<file path="src/rtl/shift_sequencer_pkg.sv">
// Shared definitions for the multi-pass shift sequencer: FSM states,
// the largest step the external shifter can take per pass, and a helper
// that picks the step size for a given remaining shift amount.
package shift_sequencer_pkg;

   typedef enum logic [1:0] {
      IDLE  = 2'd0,
      SHIFT = 2'd1,
      DONE  = 2'd2
   } state_t;

   localparam int unsigned MAX_STEP = 3;

   // Largest legal step not exceeding the remaining amount, so the
   // remaining count can never wrap below zero.
   function automatic logic [1:0] step_of(input int unsigned rem);
      if (rem >= MAX_STEP) begin
         return 2'(MAX_STEP);
      end
      return 2'(rem);
   endfunction

endpackage

</file>
<file path="src/rtl/shift_sequencer_if.sv">
// Request/result handshake bundle between a requester (master) and the
// shift sequencer (slave).
import shift_sequencer_pkg::*;

interface shift_sequencer_if #(
   parameter int WIDTH = 4,
   parameter int AMT_W = 4
) ();

   logic             start_valid;
   logic             start_ready;
   logic [WIDTH-1:0] data_in;
   logic [AMT_W-1:0] amount;
   logic             res_valid;
   logic             res_ready;
   logic [WIDTH-1:0] res_data;

   modport master (
      output start_valid,
      output data_in,
      output amount,
      output res_ready,
      input  start_ready,
      input  res_valid,
      input  res_data
   );

   modport slave (
      input  start_valid,
      input  data_in,
      input  amount,
      input  res_ready,
      output start_ready,
      output res_valid,
      output res_data
   );

endinterface

</file>
<file path="src/rtl/shift_sequencer.sv">
// Multi-pass controller around an external 4-bit logical-right shifter.
// Each SHIFT cycle presents the running value and a step of 0..3 to the
// shifter and captures its combinational output as the next running value.
// The result is offered one cycle after the last pass and held until taken.
import shift_sequencer_pkg::*;

module shift_sequencer #(
   parameter int WIDTH = 4,
   parameter int AMT_W = 4
) (
   input  logic             clk,
   input  logic             rst_n,
   shift_sequencer_if.slave bus,
   output logic             busy,
   output logic [WIDTH-1:0] sh_a,
   output logic [1:0]       sh_sel,
   input  logic [WIDTH-1:0] sh_out
);

   state_t           state;
   logic [WIDTH-1:0] data_q;
   logic [AMT_W-1:0] rem_q;
   logic [AMT_W-1:0] rem_next;
   logic [1:0]       sel_q;
   logic             res_valid_q;
   logic [WIDTH-1:0] res_data_q;
   logic             in_idle;

   // The illegal encoding 2'd3 behaves exactly like IDLE.
   assign in_idle  = (state != SHIFT) && (state != DONE);

   assign rem_next = rem_q - AMT_W'(sel_q);

   assign sh_a            = data_q;
   assign sh_sel          = sel_q;
   assign busy            = !in_idle;
   assign bus.start_ready = rst_n && in_idle;
   assign bus.res_valid   = res_valid_q;
   assign bus.res_data    = res_data_q;

   // Sequencer FSM: accept, run one shifter pass per clock, then offer the result.
   always_ff @(posedge clk) begin
      if (!rst_n) begin
         state       <= IDLE;
         data_q      <= '0;
         rem_q       <= '0;
         sel_q       <= '0;
         res_valid_q <= 1'b0;
         res_data_q  <= '0;
      end else begin
         case (state)
            SHIFT: begin
               data_q <= sh_out;
               rem_q  <= rem_next;
               if (rem_next == '0) begin
                  state <= DONE;
                  sel_q <= '0;
               end else begin
                  sel_q <= step_of(32'(rem_next));
               end
            end
            DONE: begin
               if (!res_valid_q) begin
                  res_valid_q <= 1'b1;
                  res_data_q  <= data_q;
               end else if (bus.res_ready) begin
                  res_valid_q <= 1'b0;
                  state       <= IDLE;
               end
            end
            default: begin
               state       <= IDLE;
               sel_q       <= '0;
               res_valid_q <= 1'b0;
               if (bus.start_valid) begin
                  data_q <= bus.data_in;
                  rem_q  <= bus.amount;
                  if (bus.amount == '0) begin
                     state <= DONE;
                  end else begin
                     state <= SHIFT;
                     sel_q <= step_of(32'(bus.amount));
                  end
               end
            end
         endcase
      end
   end

endmodule

</file>
<file path="src/flat_wrapper.sv">
// flat-port wrapper written by rule: the top's interface ports become plain ports
module shift_sequencer_flat 
#(
   parameter int WIDTH = 4,
   parameter int AMT_W = 4
)
  (clk, rst_n, busy, sh_a, sh_sel, sh_out, bus_start_valid, bus_data_in, bus_amount, bus_res_ready, bus_start_ready, bus_res_valid, bus_res_data);
  shift_sequencer_if #(.WIDTH(WIDTH), .AMT_W(AMT_W)) bus_i ();
  input  logic clk;
  input  logic rst_n;
  output logic busy;
  output logic [WIDTH-1:0] sh_a;
  output logic [1:0] sh_sel;
  input  logic [WIDTH-1:0] sh_out;
  input wire logic [$bits(bus_i.start_valid)-1:0] bus_start_valid;
  input wire logic [$bits(bus_i.data_in)-1:0] bus_data_in;
  input wire logic [$bits(bus_i.amount)-1:0] bus_amount;
  input wire logic [$bits(bus_i.res_ready)-1:0] bus_res_ready;
  output wire logic [$bits(bus_i.start_ready)-1:0] bus_start_ready;
  output wire logic [$bits(bus_i.res_valid)-1:0] bus_res_valid;
  output wire logic [$bits(bus_i.res_data)-1:0] bus_res_data;
  assign bus_i.start_valid = bus_start_valid;
  assign bus_i.data_in = bus_data_in;
  assign bus_i.amount = bus_amount;
  assign bus_i.res_ready = bus_res_ready;
  assign bus_start_ready = bus_i.start_ready;
  assign bus_res_valid = bus_i.res_valid;
  assign bus_res_data = bus_i.res_data;
  shift_sequencer #(.WIDTH(WIDTH), .AMT_W(AMT_W)) u_core (.clk(clk), .rst_n(rst_n), .bus(bus_i), .busy(busy), .sh_a(sh_a), .sh_sel(sh_sel), .sh_out(sh_out));
endmodule
</file>
<file path="config.mk">
export PLATFORM = sky130hd
export DESIGN_NAME = shift_sequencer_flat
export DESIGN_NICKNAME = d
export VERILOG_FILES = /design/src/rtl/shift_sequencer_pkg.sv /design/src/rtl/shift_sequencer_if.sv /design/src/rtl/shift_sequencer.sv /design/src/flat_wrapper.sv
export SDC_FILE = /design/constraint.sdc
export NUM_CORES = 1
export LEC_CHECK = 0
export ABC_AREA = 1
export CAP_MARGIN = 10
export CORE_AREA = 2 2 48 50
export DETAILED_ROUTE_END_ITERATION = 10
export DIE_AREA = 0 0 50 52
export DONT_BUFFER_PORTS = 1
export GPL_ROUTABILITY_DRIVEN = 0
export GPL_TIMING_DRIVEN = 0
export HOLD_SLACK_MARGIN = 0.08
export RECOVER_POWER = 100
export SKIP_LAST_GASP = 1
export SLEW_MARGIN = 20
export SYNTH_ARGS = -nofsm -noshare
export SYNTH_HDL_FRONTEND = slang
export SYNTH_SLANG_ARGS = --single-unit
</file>
<file path="constraint.sdc">
create_clock -name clk -period 1.2 [get_ports clk]
set_input_delay 0.18 -clock clk [delete_from_list [all_inputs] [get_ports clk]]
set_output_delay 0.18 -clock clk [all_outputs]
set_load 0.01 [all_outputs]
</file>
Word-level counts from Yosys, hierarchy flattened
Index checks and enable logic that the tools add are counted.
- multiplexer cells: 30
- add/sub/neg operators: 1
- bitwise gates (word level): 2
- reduce and logical (&&, ||, !) cells: 10
- equal/unequal tests: 7
- magnitude comparators: 2
- operators with widths (operator ; count):
    $mux W2 ; 12
    $pmux W4 S2 ; 2
    $mux W1 ; 11
    $ge A4 B2 Y1 const B ; 2
    $logic_not A4 Y1 ; 2
    $mux W4 ; 2
    $pmux W2 S2 ; 2
    $ne A2 B1 Y1 const B ; 3
    $ne A2 B2 Y1 const B ; 2
    $reduce_and A2 Y1 ; 2
    $sub A4 B2 Y4 ; 1
    $reduce_and A3 Y1 ; 1
    $eq A2 B1 Y1 const B ; 1
    $eq A2 B2 Y1 const B ; 1
    $logic_and A1 B1 Y1 ; 2
    $not A1 Y1 ; 2
    $pmux W1 S2 ; 1
    $reduce_bool A2 Y1 ; 1
    $reduce_or A2 Y1 ; 1
    $logic_not A1 Y1 ; 1
- bits in registers: 17
- output and inout port bits: 13
- logic and storage cells: 58

Logic depth before layout (Yosys ltp)
Gate-level depths: netlist (run 1).
- depth in word-level cells: 10
- mapped depth: 12

Least setup slack after synthesis (run 1)
No wires, ideal clock.
- path kind: register to register
- start point: register u_core.sel_q[1], in the netlist u_core.sh_sel[1]
- end point: register u_core.state[0]
- data required time: 1.087 ns
- arrival: 1.285 ns
- buffers on the path: 0
- cell stages (with the launch flop): 11
- path slack: -0.198 ns
- path through: dfxtp_1 inv_1 ha_1 nand2_1 nand3_1 nand2_1 nand3_2 nand2_1 nand2_1 nand2_1 nor2_1
- cells in the longest elaborated chain, start to end: 4
- RTL lines (what ; RTL line ; source):
    start, declared ; shift_sequencer.sv:24 ; logic [1:0] sel_q;
    start signal, assigned ; shift_sequencer.sv:59 ; sel_q <= step_of(32'(rem_next));
    start signal, assigned ; shift_sequencer.sv:82 ; sel_q <= step_of(32'(bus.amount));
    $sub A4 B2 Y4 ; shift_sequencer.sv:32 ; assign rem_next = rem_q - AMT_W'(sel_q);
    $logic_not A4 Y1 ; shift_sequencer.sv:55 ; if (rem_next == '0) begin
    $ne A2 B1 Y1 (no line) ; - ;
    $reduce_and A3 Y1 (no line) ; - ;
    end signal, assigned ; shift_sequencer.sv:44 ; state <= IDLE;
    end signal, assigned ; shift_sequencer.sv:56 ; state <= DONE;
    end signal, assigned ; shift_sequencer.sv:68 ; state <= IDLE;
    end, declared ; shift_sequencer.sv:20 ; state_t state;
Every way passes these cells.
A chain may end at the register's enable or synchronous reset.

Worst setup path after layout (run 1)
Same ends and word-level chain as after synthesis.

==> flow_results.org, run 1 <==
** Floorplanning
- Total number of placement rows :: 17
- Initial standard-cell utilization of the core :: 0.452
- For this design the top-level I/O count stands at 29.
- The floorplan step set the die width to approximately 50 um.
- The die covers ~2600 sq um.
- The region available for standard cell placement spans between 2000 and 2500 sq um.
- Die H :: roughly 52 um

** Synthesis
- Of the post-synthesis cell area, the dominant cell type holds 0.357.
- After synthesis, the netlist uses 21 different library cells.
- Cells after synthesis :: about 140
- Dominant cells by area after synthesis :: sky130_fd_sc_hd__dfxtp_1, sky130_fd_sc_hd__nand2_1, sky130_fd_sc_hd__inv_1, sky130_fd_sc_hd__nor2_1, sky130_fd_sc_hd__ha_1
- sky130_fd_sc_hd__dfxtp_1 takes more of the synthesized area than any other cell.
- Most common cell in the synthesized netlist :: sky130_fd_sc_hd__nand2_1
- In this run, synthesis inferred 0 flip-flops with an integrated enable.
- The share of the Yosys chip area taken by registers is 0.357.
- During synthesis, Yosys emitted a total of 0 warnings.
- By count the netlist is led by sky130_fd_sc_hd__nand2_1, sky130_fd_sc_hd__inv_1, sky130_fd_sc_hd__dfxtp_1, sky130_fd_sc_hd__nor2_1, sky130_fd_sc_hd__o21ai_0.
- Of all flip-flops after synthesis, the portion carrying an async set or reset was 0.
- The mapped netlist covers between 900 and 1000 sq um.
- Most used flip-flop cell after synthesis :: sky130_fd_sc_hd__dfxtp_1
- Dividing the synthesized area by the synthesized cell count gives 6.90 sq um.
- Flops & latches, synth :: 17
- Number of nets produced by synthesis :: 159

** Clock network
- Root Buffer Master :: sky130_fd_sc_hd__clkbuf_4
- CTS Buf Count :: 3
- Clock network latency to the later pin of the worst-skew pair :: 0.30 ns
- Clock-pin slew was measured on the worst setup and hold paths at around 0.10 ns.
- Maximum clock path buffer count :: 2
- TritonCTS built the clock tree.
- CTS built an H-tree with a depth of 1.
- The clock net in this run drives a total of 17 sinks.

** Place
- Detail Placement HPWL :: about 1600 um
- Area post-placement :: roughly 1000 sq um
- Timing analysis after detailed placement gives a worst setup slack of -0.226 ns.
- Count of port buffers added during placement :: 0
- The number of placed instances, taps included, is 166.

** Detailed routing
- The detail route stage leaves a number of antenna-violating nets equal to 0.
- The routed design has 2670 um of wire.
- After detailed routing, the number of remaining DRC violations is 0.
- Per-cell routed wire length :: between 10 and 15 um
- Summing over every cut layer, the via total after detailed routing is roughly 990.
- DRC marker count from the first detailed-route iteration :: 14
- Vias per inst :: 5.20
- The pre-antenna-repair detailed-routing pass consisted of 4 iterations.

** Worst setup path
- Critical Path Slowest Stage Cell :: sky130_fd_sc_hd__dfxtp_4
- The number of cells on the worst reg-to-reg path is 11.
- Worst reg2reg path startpoint :: u_core.sh_sel[1]
- Worst-path cell chain :: inv_2 > ha_4 > nand2_2 > nand2_2 > nand2_2 > nand2_4 > nand3_4 > nand2_2 > nand2_1 > nand2_1 > nor2_1
- Together, buffers and inverters on the worst path number 1.
- Largest delay contributor family on the critical path :: simple AND/OR/NAND/NOR gates
- The worst setup path is launched from a flip-flop.
- Tracing the worst setup path back leads to its startpoint at u_core.sh_sel[1].
- For this run, the slowest stage of the critical path takes 0.39 ns.
- Crit. path cell count :: 11
- In this run the worst path has a maximum fanout of 3.
- The worst setup path is captured at a flip-flop.
- Startpoint-to-endpoint class of the critical path :: flip-flop to flip-flop
- End of the worst register-to-register path :: u_core.state[0]
- Data required time at the worst endpoint :: roughly 1.4 ns
- Worst-case register-to-register setup slack :: -0.22 ns
- For the worst setup path, the data arrival time is 1.62 ns.
- Critical Path End :: u_core.state[0]
- In this design, the critical path's most frequently occurring cell is sky130_fd_sc_hd__nand2_2.

** Layout
- The repair_antennas step left the layout with diodes totalling 0.
- Once layout is done, the placed cells without fillers occupy 1390 sq um.
- In the final layout, the share of cells above drive strength 1 is 0.387.
- Number of nets in the layout :: about 190
- Multi-input gate area in the final layout :: ~660 sq um
- Number of filler instances in the final layout :: between 150 and 200
- Compared with the post-synthesis result, the final layout area differs by 46.3%.
- FF/Latch Area :: approximately 350 sq um
- Excluding fillers, the count of instances in the completed layout stands at 191.

** Timing
- WHS :: between 0.09 and 0.1 ns
- Unrepaired setup endpoints after global routing :: true
- For the final routed database, the setup TNS stands at -1.27 ns.
- The max-slew violation total from the final report was 0.
- Worst-margin pin slew :: around 0.40 ns
- Slew HR :: 0.729
- Post-route worst setup slack :: -0.219 ns
- Clock skew on the completed layout was measured at roughly 0.0025 ns.
- Final hold violation count :: 0
- Count of final setup violators :: 14
- Final min period :: around 1.4 ns
- Highest Clock Rate :: about 700 MHz
- Fraction of the cycle the final worst path needs :: 1.18

** GRT
- Entering global routing, the biggest net connects 11 pins.
- Grt total ovfl :: 0
- Initial antenna violation count :: 0
- Across every metal layer, demand over resource in global routing totals 0.224.
- Via count of the first global-routing pass :: around 1,000
- The first global-routing pass estimated ~4300 um of wire.

** Power and ir drop
- IR analysis of the VDD net gives a maximum drop of around 1700 uV.
- Cell area power density :: between 2000 and 3000 nW/um^2
- LEAKAGE :: slightly below 0.0006 uW

** Outcome
- The flow ran to the end, but the final reports show violations.
- The final reports fail on setup timing.

** Run
- Number of max-capacitance violations reported :: 0

** Hold path
- The worst hold path begins at bus_start_valid.
- Worst hold-check path type :: input port to flip-flop
[worst min-delay path, cell delays in order]
cell and delay [ns]:
sky130_fd_sc_hd__nand3_1 0.06, sky130_fd_sc_hd__nand2_1 0.05, sky130_fd_sc_hd__nand2_1 0.05, sky130_fd_sc_hd__nor2_1 0.03
[cells in the final DEF, fill, tap and decap left out, types with 3 or more instances in the layout]
master,count
sky130_fd_sc_hd__a21oi_1,3
sky130_fd_sc_hd__a21oi_2,6
sky130_fd_sc_hd__a31oi_1,5
sky130_fd_sc_hd__buf_4,6
sky130_fd_sc_hd__buf_6,4
sky130_fd_sc_hd__clkbuf_4,3
sky130_fd_sc_hd__dfxtp_1,13
sky130_fd_sc_hd__dlygate4sd3_1,14
sky130_fd_sc_hd__ha_4,3
sky130_fd_sc_hd__inv_1,12
sky130_fd_sc_hd__inv_2,6
sky130_fd_sc_hd__nand2_1,20
sky130_fd_sc_hd__nand2_2,10
sky130_fd_sc_hd__nand3_1,4
sky130_fd_sc_hd__nor2_1,14
sky130_fd_sc_hd__o21ai_0,8
sky130_fd_sc_hd__o21ai_2,5
[routing by layer]
layer | global-route usage | up-vias | wire length, um
met5 | 0 | - | 0
met4 | 0.120 | 0 | 62
met3 | 0.0402 | 7 | 91
met2 | 0.395 | 25 | 1400
met1 | 0.256 | 461 | 1110
li1 | - | 500 | -
[layout make-up]
class / count / share of cell area
multi-input combinational: 97 / 0.476
sequential: 17 / 0.252
inverter: 20 / 0.0593
tap: 28 / 0.0252
timing repair buffer: 22 / 0.152
buffer: 3 / 0.0171
clock buffer: 4 / 0.0189
[kinds of logic (layout without fill, tap and decap cells)]
family | count (synthesis) | in the layout | share of synthesized area
compound gates | 33 | 33 | 0.206
xor+xnor | 1 | 1 | 0.00920
simple gates | 58 | 58 | 0.246
buf+inv | 24 | 49 | 0.116
fa+ha+maj | 5 | 5 | 0.0657
flops | 17 | 17 | 0.357
[flip-flops by register name, indices dropped and copies added (netlist names)]
signal,cells
u_core.sh_sel,2
u_core.bus.res_data,4
u_core.bus.res_valid,1
u_core.state,2
u_core.sh_a,4
u_core.rem_q,4
[through the flow]
| stage | util | power (uW) |
|---|---|---|
| global route | 0.661 | 4260 |
| detailed placement | 0.478 | 2650 |
| CTS | 0.608 | 3480 |
| finish | 0.661 | 3920 |
| floorplan | - | 2340 |
| global placement | 0.478 | 2600 |
[worst min-delay path by stage]
| stage | to | slack, ns | depth (start not counted) |
|---|---|---|---|
| 6_report | u_core.state[0] | 0.1 | 4 |
| 5_1_grt | u_core.bus.res_valid | 0.11 | 3 |
| 4_1_cts | u_core.state[0] | 0.1 | 4 |
| 3_5_place_dp | u_core.sh_a[3] | 0.30 | 2 |
| 3_3_place_gp | u_core.sh_a[0] | 0.30 | 2 |
| 2_1_floorplan | u_core.sh_a[0] | 0.29 | 2 |
[report_power, final]
group | internal, uW | switching [uW]
registers | 807 | 287
logic | 1100 | 1410
clock network | 130 | 193
[repair_timing]
action | 4_1_cts | 5_1_grt
gates resized for setup | 25 | 31
pin swaps | 4 | 8
setup endpoints to repair | 19 | 19
setup buffers | 3 | 4
hold endpoints to repair | 9 | 0
hold buffers | 14 | 0
gates cloned | 1 | 0
No activity file was read; power rests on OpenSTA's default activity.
==> run 2: changes to the inputs <==
--- a/config.mk
+++ b/config.mk
@@ -5,14 +5,12 @@
 export SDC_FILE = /design/constraint.sdc
 export NUM_CORES = 1
 export LEC_CHECK = 0
-export ABC_AREA = 1
 export CAP_MARGIN = 10
-export CORE_AREA = 2 2 48 50
+export CORE_AREA = 2 2 52 54
 export DETAILED_ROUTE_END_ITERATION = 10
-export DIE_AREA = 0 0 50 52
+export DIE_AREA = 0 0 54 56
 export DONT_BUFFER_PORTS = 1
 export GPL_ROUTABILITY_DRIVEN = 0
-export GPL_TIMING_DRIVEN = 0
 export HOLD_SLACK_MARGIN = 0.08
 export RECOVER_POWER = 100
 export SKIP_LAST_GASP = 1
==> run 2 against run 1 <==
- design area grew 9.1%
- clock-buffer cell count decreased by 1
- the flow still finishes with violations (setup timing)
- synthesized cell count decreased by 10%
- power rose by 2.7%
- area after synthesis up 4.5%
- die area rose by 16%
- highest routed layer unchanged
==> flow_results.org, run 2 <==
** Outcome
- Result of the run :: finished with violations
- Violations in the final reports :: setup timing

** Synthesis
- The netlist uses 34 different library cells.
- Share of the synthesized area in the top cell type :: 0.342
- For this run, the number of Yosys warnings is 0.
- Fraction of the mapped netlist area in adder cells :: 0.0629
- Dominant cells by area after synthesis :: sky130_fd_sc_hd__dfxtp_1, sky130_fd_sc_hd__mux2i_1, sky130_fd_sc_hd__ha_1, sky130_fd_sc_hd__nand2_1, sky130_fd_sc_hd__nor2_1
- Summed over all instances, the cell type with the most area after synthesis is sky130_fd_sc_hd__dfxtp_1.
- Share of flip-flops with an asynchronous set or reset after synthesis :: 0
- After synthesis the cells add up to 995 sq um.
- Dominant combinational cell family by area after synthesis :: simple AND/OR/NAND/NOR gates
- Ranked by instance count, the synthesized netlist is headed by sky130_fd_sc_hd__dfxtp_1, sky130_fd_sc_hd__nand2_1, sky130_fd_sc_hd__nor2_1.
- Number of nets produced by synthesis :: ~150
- After synthesis, the share of cell area in mux cells is 0.0918.
- Yosys mapped a number of flops with a built-in enable equal to 0.
- Counting flops and latches in the post-synthesis netlist gives 17.
- Of the total synthesized cell area, the portion taken by AND, OR, NAND and NOR gates is 0.243.
- The synthesized-area fraction occupied by ao, oa, aoi and oai cells is 0.203.
- The most common cell in the synthesized netlist is sky130_fd_sc_hd__dfxtp_1.
- Synthesis produced 124 cells.
- Averaged over all synthesized cells, the footprint is roughly 8.0 sq um.
- Xor/xnor cell area share of the yosys netlist :: 0.00881
- For this run, the register share of the synthesized area comes to 0.342.
- Most used flip-flop cell after synthesis :: sky130_fd_sc_hd__dfxtp_1

** GRT
- In the global route stage, met1 resource usage came out at 0.218.
- Pin count of the biggest net entering global routing :: 11
- Via count of the first global-routing pass :: ~990
- The first global-routing pass estimated about 4200 um of wire.
- Grt total ovfl :: 0
- The initial antenna violation count was 0.
- For this run, global-route usage on met3 was measured as 0.0618.
- Global-route usage over all layers :: 0.186
- For this run, global-route usage on met2 was measured as 0.319.
- After global routing, the most crowded layer is met2.

** Detailed routing
- Final antenna-violating net count :: 0
- After the first detailed-routing iteration, the DRC count stood at 11.
- Detailed routing inserted a total of 994 vias.
- Sum of routed wire length over all layers :: between 2000 and 3000 um
- Vias per inst :: roughly 5.3
- Remaining DRCs :: 0
- Per-cell routed wire length :: 14.0 um
- The first detailed-routing pass took 4 iterations.

** Timing
- Once routing completed, OpenROAD measured the worst setup slack at -0.390 ns.
- Fraction of the cycle the final worst path needs :: 1.32
- The max-slew violation total from the final report is 0.
- Count of final setup violators :: 15
- Worst-margin pin slew :: around 0.36 ns
- WHS :: between 0.1 and 0.15 ns
- The clock arrives with ~0.0023 ns of skew.
- Setup repair after global routing could not meet its margin everywhere.
- Highest Clock Rate :: ~630 MHz
- Measured against its own limit, the worst slew margin works out to 0.760.
- The routed design could run at a clock period as short as approximately 1.6 ns.
- Final hold violation count :: 0

** Layout
- The final layout contains 178 nets.
- In the final layout, the share of cells above drive strength 1 is 0.410.
- Highest-count cells in the layout ignoring fill and taps :: sky130_fd_sc_hd__buf_4, sky130_fd_sc_hd__nand2_1, sky130_fd_sc_hd__nor2_1, sky130_fd_sc_hd__dfxtp_1, sky130_fd_sc_hd__a21oi_1
- Area growth syn-to-layout :: 52.7%
- Most common library cell in the layout ignoring fill and taps :: sky130_fd_sc_hd__buf_4
- At the end of the flow the core is filled with cells to 0.624.
- The number of antenna diodes in the final layout is 0.

** Worst setup path
- The worst setup path is captured at a flip-flop.
- WP data arrival :: between 1.5 and 2 ns
- On the critical path the largest part of the delay comes from compound AO/OA/AOI/OAI gates.
- Highest cell delay on the worst timing path :: ~0.35 ns
- Critical Path Slowest Stage Cell :: sky130_fd_sc_hd__dfxtp_2
- Top fanout value on the critical path :: 6
- Number of buffer and inverter stages on the critical path :: 1
- For the worst setup path, the data required time is roughly 1.4 ns.
- The critical path goes through inv_2 > ha_4 > xnor2_2 > a2bb2oi_2 > nand2_2 > a311o_1 > o211a_1.
- Startpoint-to-endpoint class of the critical path :: flip-flop to flip-flop
- STA classifies the critical path startpoint as a flip-flop.

** Place
- Input and output buffers added on the ports amount to 0.
- Once detailed placement completed, the half-perimeter wirelength came to slightly below 2000 um.
- Dpl ws :: -0.376 ns

** Floorplanning
- Die X-Extent :: between 50 and 60 um
- The floorplan step set the die height to ~56 um.
- Placeable Area :: 2430 sq um
- Total number of placement rows :: 18
- Top Ports :: 29
- Initial standard-cell utilization of the core :: 0.409
- The die covers between 3000 and 4000 sq um.

** Power and ir drop
- Largest vdd supply drop :: roughly 1800 uV
- Of the total power, the clock network draws 0.079.
- The internal portion of the total power is between 2000 and 2500 uW.
- Share of power burned in combinational logic :: 0.698
- Reg power frac :: 0.223
- Switching Share :: 0.402
- The analysis attributes to cell leakage a power of between 0.0006 and 0.0007 uW.
- Summed over all nets, the switching power comes to between 1500 and 2000 uW.
- Dividing total power by cell area gives a power density of between 2000 and 3000 nW/um^2.

** Clock network
- Counting along the longest clock path gives a buffer depth of 2.
- Root Buffer Master :: sky130_fd_sc_hd__clkbuf_4
- CTS Buf Count :: 3
- The clock drives 17 sinks.
- CTS tree :: yes
- The later pin in the worst-skew pair is clocked with a latency of between 0.2 and 0.3 ns.
- Clock-pin transition on the worst setup and hold timing paths :: roughly 0.11 ns
- Level count of the clock H-tree :: 1

** Hold path
- Worst hold-check path type :: input port to flip-flop

** Run
- Number of max-capacitance violations reported :: 0
==> run 2: cell types whose count changed after synthesis, sizes merged, moves of 2 or more <==
cell    change
nor3b       +2
nand3       -4
nand2b      +5
a211oi      +6
mux2i       +8
a31oi       -4
nand2      -17
o21ai      -11
inv        -12
==> run 2: logic make-up (layout without fill, tap and decap cells) <==
group,after synthesis,count (layout)
AOI/OAI and AO/OA,30,30
xor gates and xnor gates,1,1
adders and majority gates,5,5
buffers and inverters,12,44
DFF,17,17
muxes,9,9
and+or+nand+nor,50,50
==> run 2: what timing repair did <==
| item | CTS | global route |
|---|---|---|
| buffers inserted | 6 | 1 |
| endpoints found under the hold margin | 3 | 0 |
| pin swaps | 6 | 4 |
| gates resized for setup | 19 | 11 |
| hold buffers | 2 | 0 |
| setup endpoints to repair | 19 | 19 |
==> run 2: power groups by stage <==
| stage | logic [uW] | clock network (uW) | registers, uW |
|---|---|---|---|
| final | 2810 | 318 | 899 |
| after global routing | 3050 | 355 | 919 |
| after CTS | 2560 | 326 | 901 |
| after detailed placement | 2160 | 0 | 882 |
| after global placement | 2120 | 0 | 878 |
| after floorplan | 1460 | 0 | 886 |
==> run 2: final cells by class <==
cell class / instances / area, sq um
repair buffers: 32 / 285
clock buffers: 3 / 22.5
well taps: 30 / 37.5
clock inverters: 1 / 5.00
inverters: 8 / 35.0
flip-flops and latches: 17 / 348
multi-input cells: 95 / 786
fillers: 211 / 913
==> run 2: final timing paths <==
check | start | to | slack [ns] | depth (start not counted)
setup / recovery | u_core.sh_sel[1] | u_core.state[1] | -0.39 | 7
hold / removal | bus_amount[1] | u_core.rem_q[1] | 0.12 | 2
setup reg to reg | u_core.sh_sel[1] | u_core.state[1] | -0.39 | 7
hold reg to reg | u_core.rem_q[0] | u_core.rem_q[0] | 0.50 | 2
==> run 2: layer usage <==
layer,vias up,wire length [um]
met5,-,0
met4,0,10
met3,2,149
met2,22,1370
met1,468,1070
li1,502,-
==> run 2: stage by stage <==
step | std cells | total power, uW | setup TNS [ns] | instance area (sq um)
final | 186 | 4020 | -3.09 | 1520
after global routing | 186 | 4330 | -4.41 | 1520
after CTS | 185 | 3790 | -3.05 | 1470
after detailed placement | 173 | 3050 | -3.02 | 1290
after global placement | 173 | 3000 | -2.49 | 1290
after floorplan | 124 | 2350 | -1.36 | 1090
